`src/rtl/fpany_normalizer.sv`:
```
// fpany_normalizer: three-stage normalizer that turns {sign, exp, two's-complement fixed-point
// mantissa} partial sums into packed {sign, exp, mantissa} floats, with valid/ready backpressure.
// Build option: define FPANY_NORM_RNE_EN for round-to-nearest-even; otherwise the mantissa is
// truncated.
module fpany_normalizer #(
    parameter int unsigned E    = 5,
    parameter int unsigned M    = 10,
    parameter int unsigned INT  = 4,
    parameter int unsigned FRAC = 12
) (
    input  logic                clock,
    input  logic                resetn,
    input  logic                clear,
    input  logic                in_valid,
    output logic                in_ready,
    input  logic [E+INT+FRAC:0] in_psum,
    output logic                out_valid,
    input  logic                out_ready,
    output logic [E+M:0]        out_fp,
    output logic                ovf_flag,
    output logic                udf_flag
);
    localparam int unsigned PWIDTH = INT + FRAC;
    localparam int unsigned LW     = $clog2(PWIDTH + 1);  // leading-one index width
    localparam int unsigned NW     = E + 3;               // signed exponent working width

    localparam logic [PWIDTH:0]      MagOne = {{PWIDTH{1'b0}}, 1'b1};
    localparam logic signed [NW-1:0] NeFrac = NW'(FRAC);
    localparam logic signed [NW-1:0] NeMax  = NW'((2 ** E) - 1);
    localparam logic [E-1:0]         ExpSat = E'((2 ** E) - 2);
`ifdef FPANY_NORM_RNE_EN
    localparam logic signed [NW-1:0] NeOne  = {{(NW-1){1'b0}}, 1'b1};
`endif

    // Handshake / stage control
    logic s1_adv, s2_adv, s3_adv;
    logic s1_load, s2_load, s3_load;
    logic s1_valid_q, s1_valid_d;
    logic s2_valid_q, s2_valid_d;
    logic out_valid_q, out_valid_d;

    // S1: magnitude
    logic              s1_sign_q, s1_sign_d;
    logic [E-1:0]      s1_exp_q, s1_exp_d;
    logic [PWIDTH:0]   s1_mag_q, s1_mag_d;
    logic              s1_zero_q, s1_zero_d;
    logic [PWIDTH:0]   s1_raw;

    // S2: leading-one alignment
    logic              s2_sign_q, s2_sign_d;
    logic [E-1:0]      s2_exp_q, s2_exp_d;
    logic              s2_zero_q, s2_zero_d;
    logic [LW-1:0]     s2_lead_q, s2_lead_d;
    logic [M-1:0]      s2_man_q, s2_man_d;
    logic [LW-1:0]     lead;
    logic [PWIDTH:0]   aligned;
`ifdef FPANY_NORM_RNE_EN
    logic              s2_guard_q, s2_guard_d;
    logic              s2_sticky_q, s2_sticky_d;
    logic              round_inc;
    logic [M:0]        man_rnd;
    logic              unused_aligned;
    // The hidden bit is implied by the exponent and never stored.
    assign unused_aligned = aligned[PWIDTH];
`else
    logic              unused_aligned;
    // Hidden bit and the bits below the kept mantissa are dropped when truncating.
    assign unused_aligned = ^{aligned[PWIDTH], aligned[PWIDTH-1-M:0]};
`endif

    // S3: exponent adjust, round, saturate/flush
    logic signed [NW-1:0] ne;
    logic [M-1:0]         man_f;
    logic [E+M:0]         res;
    logic                 ovf_hit, udf_hit;
    logic [E+M:0]         out_fp_q, out_fp_d;
    logic                 ovf_flag_q, ovf_flag_d;
    logic                 udf_flag_q, udf_flag_d;

    // Backpressure chain: a stage moves when it is empty or its successor moves.
    always_comb begin
        s3_adv   = !out_valid_q || out_ready;
        s2_adv   = !s2_valid_q || s3_adv;
        s1_adv   = !s1_valid_q || s2_adv;
        in_ready = !clear && s1_adv;
        s1_load  = in_valid && in_ready;
        s2_load  = !clear && s2_adv && s1_valid_q;
        s3_load  = !clear && s3_adv && s2_valid_q;

        s1_valid_d  = clear ? 1'b0 : (s1_adv ? in_valid : s1_valid_q);
        s2_valid_d  = clear ? 1'b0 : (s2_adv ? s1_valid_q : s2_valid_q);
        out_valid_d = clear ? 1'b0 : (s3_adv ? s2_valid_q : out_valid_q);
    end

    // S1 next state: unpack and take the absolute value (PWIDTH+1 bits holds -2^PWIDTH).
    always_comb begin
        s1_raw    = {in_psum[E+PWIDTH], in_psum[PWIDTH-1:0]};
        s1_sign_d = s1_sign_q;
        s1_exp_d  = s1_exp_q;
        s1_mag_d  = s1_mag_q;
        s1_zero_d = s1_zero_q;
        if (s1_load) begin
            s1_sign_d = s1_raw[PWIDTH];
            s1_exp_d  = in_psum[E+PWIDTH-1 -: E];
            s1_mag_d  = s1_raw[PWIDTH] ? ((~s1_raw) + MagOne) : s1_raw;
            s1_zero_d = (s1_raw == '0);
        end
    end

    // S2 next state: find the leading one and left-align it onto the hidden-bit position.
    always_comb begin
        lead = '0;
        for (int unsigned i = 0; i <= PWIDTH; i++) begin
            if (s1_mag_q[i]) lead = LW'(i);
        end
        aligned = s1_mag_q << (LW'(PWIDTH) - lead);

        s2_sign_d = s2_sign_q;
        s2_exp_d  = s2_exp_q;
        s2_zero_d = s2_zero_q;
        s2_lead_d = s2_lead_q;
        s2_man_d  = s2_man_q;
`ifdef FPANY_NORM_RNE_EN
        s2_guard_d  = s2_guard_q;
        s2_sticky_d = s2_sticky_q;
`endif
        if (s2_load) begin
            s2_sign_d = s1_sign_q;
            s2_exp_d  = s1_exp_q;
            s2_zero_d = s1_zero_q;
            s2_lead_d = lead;
            s2_man_d  = aligned[PWIDTH-1 -: M];
`ifdef FPANY_NORM_RNE_EN
            s2_guard_d  = aligned[PWIDTH-1-M];
            s2_sticky_d = |aligned[PWIDTH-2-M:0];
`endif
        end
    end

    // S3 datapath: rebias by the leading-one position, round, then saturate or flush.
    always_comb begin
        ne = $signed(NW'(s2_exp_q)) + $signed(NW'(s2_lead_q)) - NeFrac;
`ifdef FPANY_NORM_RNE_EN
        round_inc = s2_guard_q && (s2_sticky_q || s2_man_q[0]);
        man_rnd   = {1'b0, s2_man_q} + {{M{1'b0}}, round_inc};
        // Carry-out leaves the low bits at zero; bump the exponent instead.
        if (man_rnd[M]) ne = ne + NeOne;
        man_f = man_rnd[M-1:0];
`else
        man_f = s2_man_q;
`endif
        ovf_hit = 1'b0;
        udf_hit = 1'b0;
        res     = {s2_sign_q, ne[E-1:0], man_f};
        if (s2_zero_q) begin
            res = '0;
        end else if (ne >= NeMax) begin
            res     = {s2_sign_q, ExpSat, {M{1'b1}}};
            ovf_hit = 1'b1;
        end else if (ne[NW-1] || (ne == '0)) begin
            res     = '0;
            udf_hit = 1'b1;
        end
    end

    // Output register and sticky flags; flags latch as the result enters the output stage.
    always_comb begin
        out_fp_d   = out_fp_q;
        ovf_flag_d = ovf_flag_q;
        udf_flag_d = udf_flag_q;
        if (s3_load) begin
            out_fp_d   = res;
            ovf_flag_d = ovf_flag_q | ovf_hit;
            udf_flag_d = udf_flag_q | udf_hit;
        end
        if (clear) begin
            ovf_flag_d = 1'b0;
            udf_flag_d = 1'b0;
        end
    end

    // All pipeline state, asynchronously cleared.
    always_ff @(posedge clock or negedge resetn) begin
        if (!resetn) begin
            s1_valid_q  <= 1'b0;
            s2_valid_q  <= 1'b0;
            out_valid_q <= 1'b0;
            s1_sign_q   <= 1'b0;
            s1_exp_q    <= '0;
            s1_mag_q    <= '0;
            s1_zero_q   <= 1'b0;
            s2_sign_q   <= 1'b0;
            s2_exp_q    <= '0;
            s2_zero_q   <= 1'b0;
            s2_lead_q   <= '0;
            s2_man_q    <= '0;
`ifdef FPANY_NORM_RNE_EN
            s2_guard_q  <= 1'b0;
            s2_sticky_q <= 1'b0;
`endif
            out_fp_q    <= '0;
            ovf_flag_q  <= 1'b0;
            udf_flag_q  <= 1'b0;
        end else begin
            s1_valid_q  <= s1_valid_d;
            s2_valid_q  <= s2_valid_d;
            out_valid_q <= out_valid_d;
            s1_sign_q   <= s1_sign_d;
            s1_exp_q    <= s1_exp_d;
            s1_mag_q    <= s1_mag_d;
            s1_zero_q   <= s1_zero_d;
            s2_sign_q   <= s2_sign_d;
            s2_exp_q    <= s2_exp_d;
            s2_zero_q   <= s2_zero_d;
            s2_lead_q   <= s2_lead_d;
            s2_man_q    <= s2_man_d;
`ifdef FPANY_NORM_RNE_EN
            s2_guard_q  <= s2_guard_d;
            s2_sticky_q <= s2_sticky_d;
`endif
            out_fp_q    <= out_fp_d;
            ovf_flag_q  <= ovf_flag_d;
            udf_flag_q  <= udf_flag_d;
        end
    end

    assign out_valid = out_valid_q;
    assign out_fp    = out_fp_q;
    assign ovf_flag  = ovf_flag_q;
    assign udf_flag  = udf_flag_q;

endmodule

```
`config.mk`:
```
export PLATFORM = sky130hd
export DESIGN_NAME = fpany_normalizer
export DESIGN_NICKNAME = d
export VERILOG_FILES = /design/src/rtl/fpany_normalizer.sv
export SDC_FILE = /design/constraint.sdc
export NUM_CORES = 1
export LEC_CHECK = 0
export CAP_MARGIN = 10
export CORE_MARGIN = 4
export CORE_UTILIZATION = 60
export CTS_CLUSTER_DIAMETER = 60
export DETAILED_ROUTE_END_ITERATION = 12
export HOLD_SLACK_MARGIN = 0.08
export PLACE_DENSITY = 0.89
export SYNTH_ARGS = -nofsm -noshare
export SYNTH_HDL_FRONTEND = slang
export SYNTH_SLANG_ARGS = --single-unit
export TNS_END_PERCENT = 30
```
`constraint.sdc`:
```
create_clock -name clock -period 6.61 [get_ports clock]
set_clock_uncertainty 0.2 [all_clocks]
set_input_delay 0.9915 -clock clock [delete_from_list [all_inputs] [get_ports clock]]
set_output_delay 0.9915 -clock clock [all_outputs]
set_load 0.03 [all_outputs]
```
Yosys cells after proc, flatten, opt, wreduce, memory -nomap -nowiden
Index checks and enable logic that the tools add are counted.
- output and inout bits: 20
- bits in registers: 67
- logic and storage cells: 79
- bits of input ports: 27
- multiplexer cells: 35
- order comparisons: 1
- shift-type cells: 1
- reduce and logical (&&, ||, !) cells: 20
- bitwise operators: 3
- add/subtract/negate cells: 4
- operators by type and width (operator ; count):
    $mux W5 ; 15
    $mux W16 ; 3
    $add A17 B1 Y17 const B ; 1
    $logic_not A17 Y1 ; 1
    $mux W17 ; 1
    $not A17 Y17 ; 1
    $shl A17 B5 Y16 ; 1
    $mux W1 ; 16
    $logic_not A8 Y1 ; 1
    $reduce_bool A2 Y1 ; 4
    $ge A7 B6 Y1 const B ; 1
    $sub A6 B4 Y7 const B ; 1
    $add A5 B5 Y6 ; 1
    $logic_and A1 B1 Y1 ; 6
    $sub A5 B5 Y5 const A ; 1
    $logic_not A1 Y1 ; 4
    $logic_or A1 B1 Y1 ; 4
    $or A1 B1 Y1 ; 2

Logic depth before layout (Yosys ltp)
- depth after elaboration: 18
- depth in mapped cells: 14

Worst setup path before layout
Ideal clock, no wire load.
- path type: register -> register
- from: register s1_mag_q[12]
- to: register s2_man_q[6] (netlist: man_f[6])
- clock period less this slack: 3272 ps
- data arrival time: 2944 ps
- stages on the path, launching flop included: 14
- library setup time: 128 ps
- path slack: 3338 ps
- cells stage by stage: dfrtp_1 clkbuf_1 nor3_1 o311a_1 o21ai_2 nand2_2 inv_2 ha_1 or2_2 o22ai_2 nor2_1 and3_1 a2111oi_2 o31ai_1
- longest elaborated chain between the ends: 7
- ends and longest elaborated chain (item ; line ; text):
    from (decl) ; 45 ; logic [PWIDTH:0] s1_mag_q, s1_mag_d;
    from (signal assigned) ; 210 ; s1_mag_q <= s1_mag_d;
    $mux W5 (5 in series) ; 114 ; if (s1_mag_q[i]) lead = LW'(i);
    $sub A5 B5 Y5 ; 116 ; aligned = s1_mag_q << (LW'(PWIDTH) - lead);
    $shl A17 B5 Y16 * ; 116 ;
    to (signal assigned) ; 216 ; s2_man_q <= s2_man_d;
    to (decl) ; 54 ; logic [M-1:0] s2_man_q, s2_man_d;
Mark *: on every way between the ends. The rest lies on a longest branch, timed or not.
A chain may end at the register's enable or synchronous reset.

Worst setup path after layout
- from: register s1_mag_q[16]
- to: register s2_man_q[6] (netlist: man_f[6])
- longest elaborated chain between the ends: 3
- ends and longest elaborated chain (item ; line):
    $mux W5 ; 114
    $sub A5 B5 Y5 ; 116
    $shl A17 B5 Y16 * ; 116
Marks and branches as above.

==> metrics.md <==
| Metric | Value |
|---|---|
| Switching Fraction | 39.8% |
| Min Tclk post-route | about 3.9 ns |
| Die Area | 0.00808 mm² |
| Clock latency on the worst-skew pair | about 0.35 ns |
| Starting Density | between 60% and 70% |
| Die Ht | ~90 µm |
| CTS tree | done |
| Num CTS Buffers | 9 |
| PortBufs | 46 |
| Cells after Synth | 440 |
| Status | completed |
| Flops & latches, synth | 67 |
| CP max stage cell | dfrtp_1 |
| Most instantiated cells after synthesis | 67 x dfrtp_1, 64 x nand2_1, 49 x o21ai_0 |
| Share of layout cells above drive strength 1 | around 11% |
| CTS Root Cell | clkbuf_8 |
| Overflow left after global routing | 0 |
| Worst Path Class, Setup | reg -> reg |
| Vias | 3450 |
| Final setup viols | 0 |
| Crit. Startpoint | s1_mag_q[16] |
| Synth Flop Type | dfrtp_1 |
| Synth Area in Compound Gates | about a fifth |
| Routed vias/inst | just over 6 |
| Clock share of power | between 20% and 30% |
| Crit path DAT | roughly 3.9 ns |
| Yosys warns | 0 |
| Pre-CTS setup slack | 2.85 ns |
| Startpoint Class | flip-flop |
| EDFF count, synth | 0 |
| Clock transition at the registers of the reported paths | ~0.08 ns |
| Maximum vdd drop | about 140 µV |
| Largest family of logic cells by synthesized area | compound AO/OA/AOI/OAI gates |
| Crit path max fanout | 15 |
| Asr flop ratio synth | 100% |
| Simple-gate share of the synthesized area | 18.5% |
| P_leak | 0.00207 µW |
| Vias in the first global route | 3213 |
| Ant. Diodes | 0 |
| Most common cell in the netlist | dfrtp_1 |
| Adder-Cell Fraction of Synth Area | roughly 3.9% |
| Placed Cells incl. Taps | between 500 and 600 |
| Post-CTS Setup Bufs | 0 |
| Post-Synth XOR/XNOR Area | between 3 and 4% |
| P_int | roughly 1100 µW |
| P_sw | roughly 700 µW |
| Synth area leader | dfrtp_1 |
| Final TNS setup | 0 ns |
| Final setup margin | around 2.8 ns |
| Die W | about 90 µm |
| H-tree level count | 3 |
| Post-synth cell types | 64 |
| Crit path cell chain | nor3_1, o311a_1, o21ai_2, nand2_2, inv_2, ha_1, or2_2, o22ai_2, nor2_1, and3_1, a2111oi_2, o31ai_1 |
| Rel. slew slack | a little under half |
| # resized after CTS | 0 |
| Critical path's largest stage delay | about 0.55 ns |
| Mapped Area | 0.00403 mm² |
| Flop pwr share | between 30 and 40% |
| Hold Buf Count CTS | 0 |
| Critical path required time | 6.63 ns |
| Yosys top cell area share | a little over two fifths |
| DRC errors left | 0 |
| Final Non-Filler Cells | 560 |
| Gpl congestion | 0.941 |
| RSZ-0062 raised after global routing | false |
| HP Start | out_fp[0] |
| CP endpoint kind | flip-flop |
| Global-route wire length before repair | roughly 15000 µm |
| TritonRoute pass-1 iters | 5 |
| Pin count of the biggest net entering global routing | 68 |
| Logic pwr share | around 44% |
| Iter 0 DRT Violations | 330 |
| Net count, final | slightly above 500 |
| Syn_nets | 479 |
| Clk sinks | 67 |
| Sequential fraction of the synthesis area | between 40% and 50% |
| Core region area | 0.00642 mm² |
| Pwr/cell area | around 370 mW/mm² |
| WL/cell | roughly 16 µm |
| Fmax | roughly 260 MHz |
| Mux cell area share after synthesis | under 10% |
| Antenna violations before repair | 0 |
| IO Count | 47 |
| Synthesized area per cell | between 9 and 10 µm² |
| DP HPWL | around 6700 µm |
| Clk buf depth | 2 |
| Slew @ Worst Pin | around 0.8 ns |
| Final wirelength | 9100 µm |
| Final worst-path cycle share | between 50% and 60% |
| Antenna-violating nets left | 0 |
| # rows | 29 |
| Worst hold path type | reg -> reg |
| Max Cap Violations | 0 |
| RR Startpoint | s1_mag_q[16] |
| Dominant cells by area after synthesis | dfrtp_1 42%, o21ai_0 6.1%, nand2_1 6.0% |
| Slew Viols, Final | 0 |
| Layout area overhead | 18.3% |
| Hold Vio Cnt, Final | 0 |
| Filler instances | 475 |
| Total Routing Usage GR | between 20% and 30% |
==> cells by family (layout without fill, tap and decap cells) <==
kind of cell,count (synthesis),after routing
XOR/XNOR,17,17
multiplexers,23,23
flip-flops,67,67
adder cells (fa/ha/maj),12,12
buffers and inverters,41,84
AO/OA/AOI/OAI,126,126
AND/OR/NAND/NOR,154,154
==> routing by layer <==
layer  up-vias  wire length [µm]  global-route usage (%)
met5         -                 0                       0
met4         0               142                    7.02
met3        17               519                    4.26
met2       135              4480                    39.3
met1      1627              3960                    29.4
li1       1671                 -                       -
==> power groups by stage <==
stage / clock network (µW) / logic [µW] / registers [µW]
2_1_floorplan: 0 / 462 / 670
3_3_place_gp: 0 / 739 / 599
3_5_place_dp: 0 / 761 / 608
4_1_cts: 382 / 766 / 601
5_1_grt: 401 / 850 / 618
6_report: 381 / 775 / 603
==> stage by stage <==
step / hold WS, ns / area (µm²) / power [µW] / utilization (%)
after floorplan: 0.243 / 4030 / 1130 / -
after global placement: 0.260 / 4510 / 1340 / 70.2
after detailed placement: 0.268 / 4510 / 1370 / 70.2
after CTS: 0.287 / 4730 / 1750 / 73.7
after global routing: 0.310 / 4760 / 1870 / 74.1
final: 0.281 / 4760 / 1760 / 74.1
==> critical path, delay by kind of cell (launching register included) <==
| kind | cells | cell delay, ns |
|---|---|---|
| AND/OR/NAND/NOR | 5 | 1.33 |
| AO/OA/AOI/OAI | 5 | 1.30 |
| flip-flops | 1 | 0.55 |
| adder cells (fa/ha/maj) | 1 | 0.24 |
| buffers and inverters | 1 | 0.10 |
==> layout by cell type, fill, tap and decap left out, types with 5 or more instances in the layout <==
| cell type | count |
|---|---|
| dfrtp_1 | 67 |
| nand2_1 | 64 |
| o21ai_0 | 49 |
| clkdlybuf4s50_1 | 45 |
| nor2_1 | 31 |
| inv_1 | 16 |
| a21oi_1 | 14 |
| mux2_2 | 14 |
| xor2_1 | 11 |
| ha_1 | 11 |
| nand3_1 | 10 |
| clkbuf_8 | 9 |
| o31ai_1 | 8 |
| nand2b_1 | 7 |
| nor2b_1 | 6 |
| xnor2_1 | 6 |
| a31oi_1 | 5 |
| mux4_2 | 5 |
| o211ai_1 | 5 |
==> final timing paths <==
| check | end | slack, ns | cells past startpoint |
|---|---|---|---|
| max | man_f[6] | 2.75 | 12 |
| min | out_fp[0] | 0.28 | 2 |
| max reg2reg | man_f[6] | 2.75 | 12 |
| min reg2reg | out_fp[0] | 0.28 | 2 |
| max in group asynchronous | s1_mag_q[9] | 5.08 | 2 |
| min in group asynchronous | s1_exp_q[4] | 0.61 | 2 |
==> state kept, by name (all words and copies together), names as in the netlist <==
| register | flops |
|---|---|
| s2_zero_q | 1 |
| udf_flag | 1 |
| s2_exp_q | 5 |
| s1_mag_q | 17 |
| s2_valid_q | 1 |
| s1_sign_q | 1 |
| out_fp | 16 |
| man_f | 10 |
| s1_zero_q | 1 |
| ovf_flag | 1 |
| s1_exp_q | 5 |
| s1_valid_q | 1 |
| s2_sign_q | 1 |
| s2_lead_q | 5 |
| out_valid | 1 |
==> area by class of cell <==
type	instances	area [µm²]	share of cell area, %
Sequential cell	67	1680	35.2
Tap cell	77	96.3	2.02
Multi-Input combinational cell	332	2190	46.0
Clock buffer	9	124	2.60
Timing Repair Buffer	50	505	10.6
Clock inverter	7	100	2.10
Inverter	18	67.6	1.42
(Power assumes the default switching activity.)
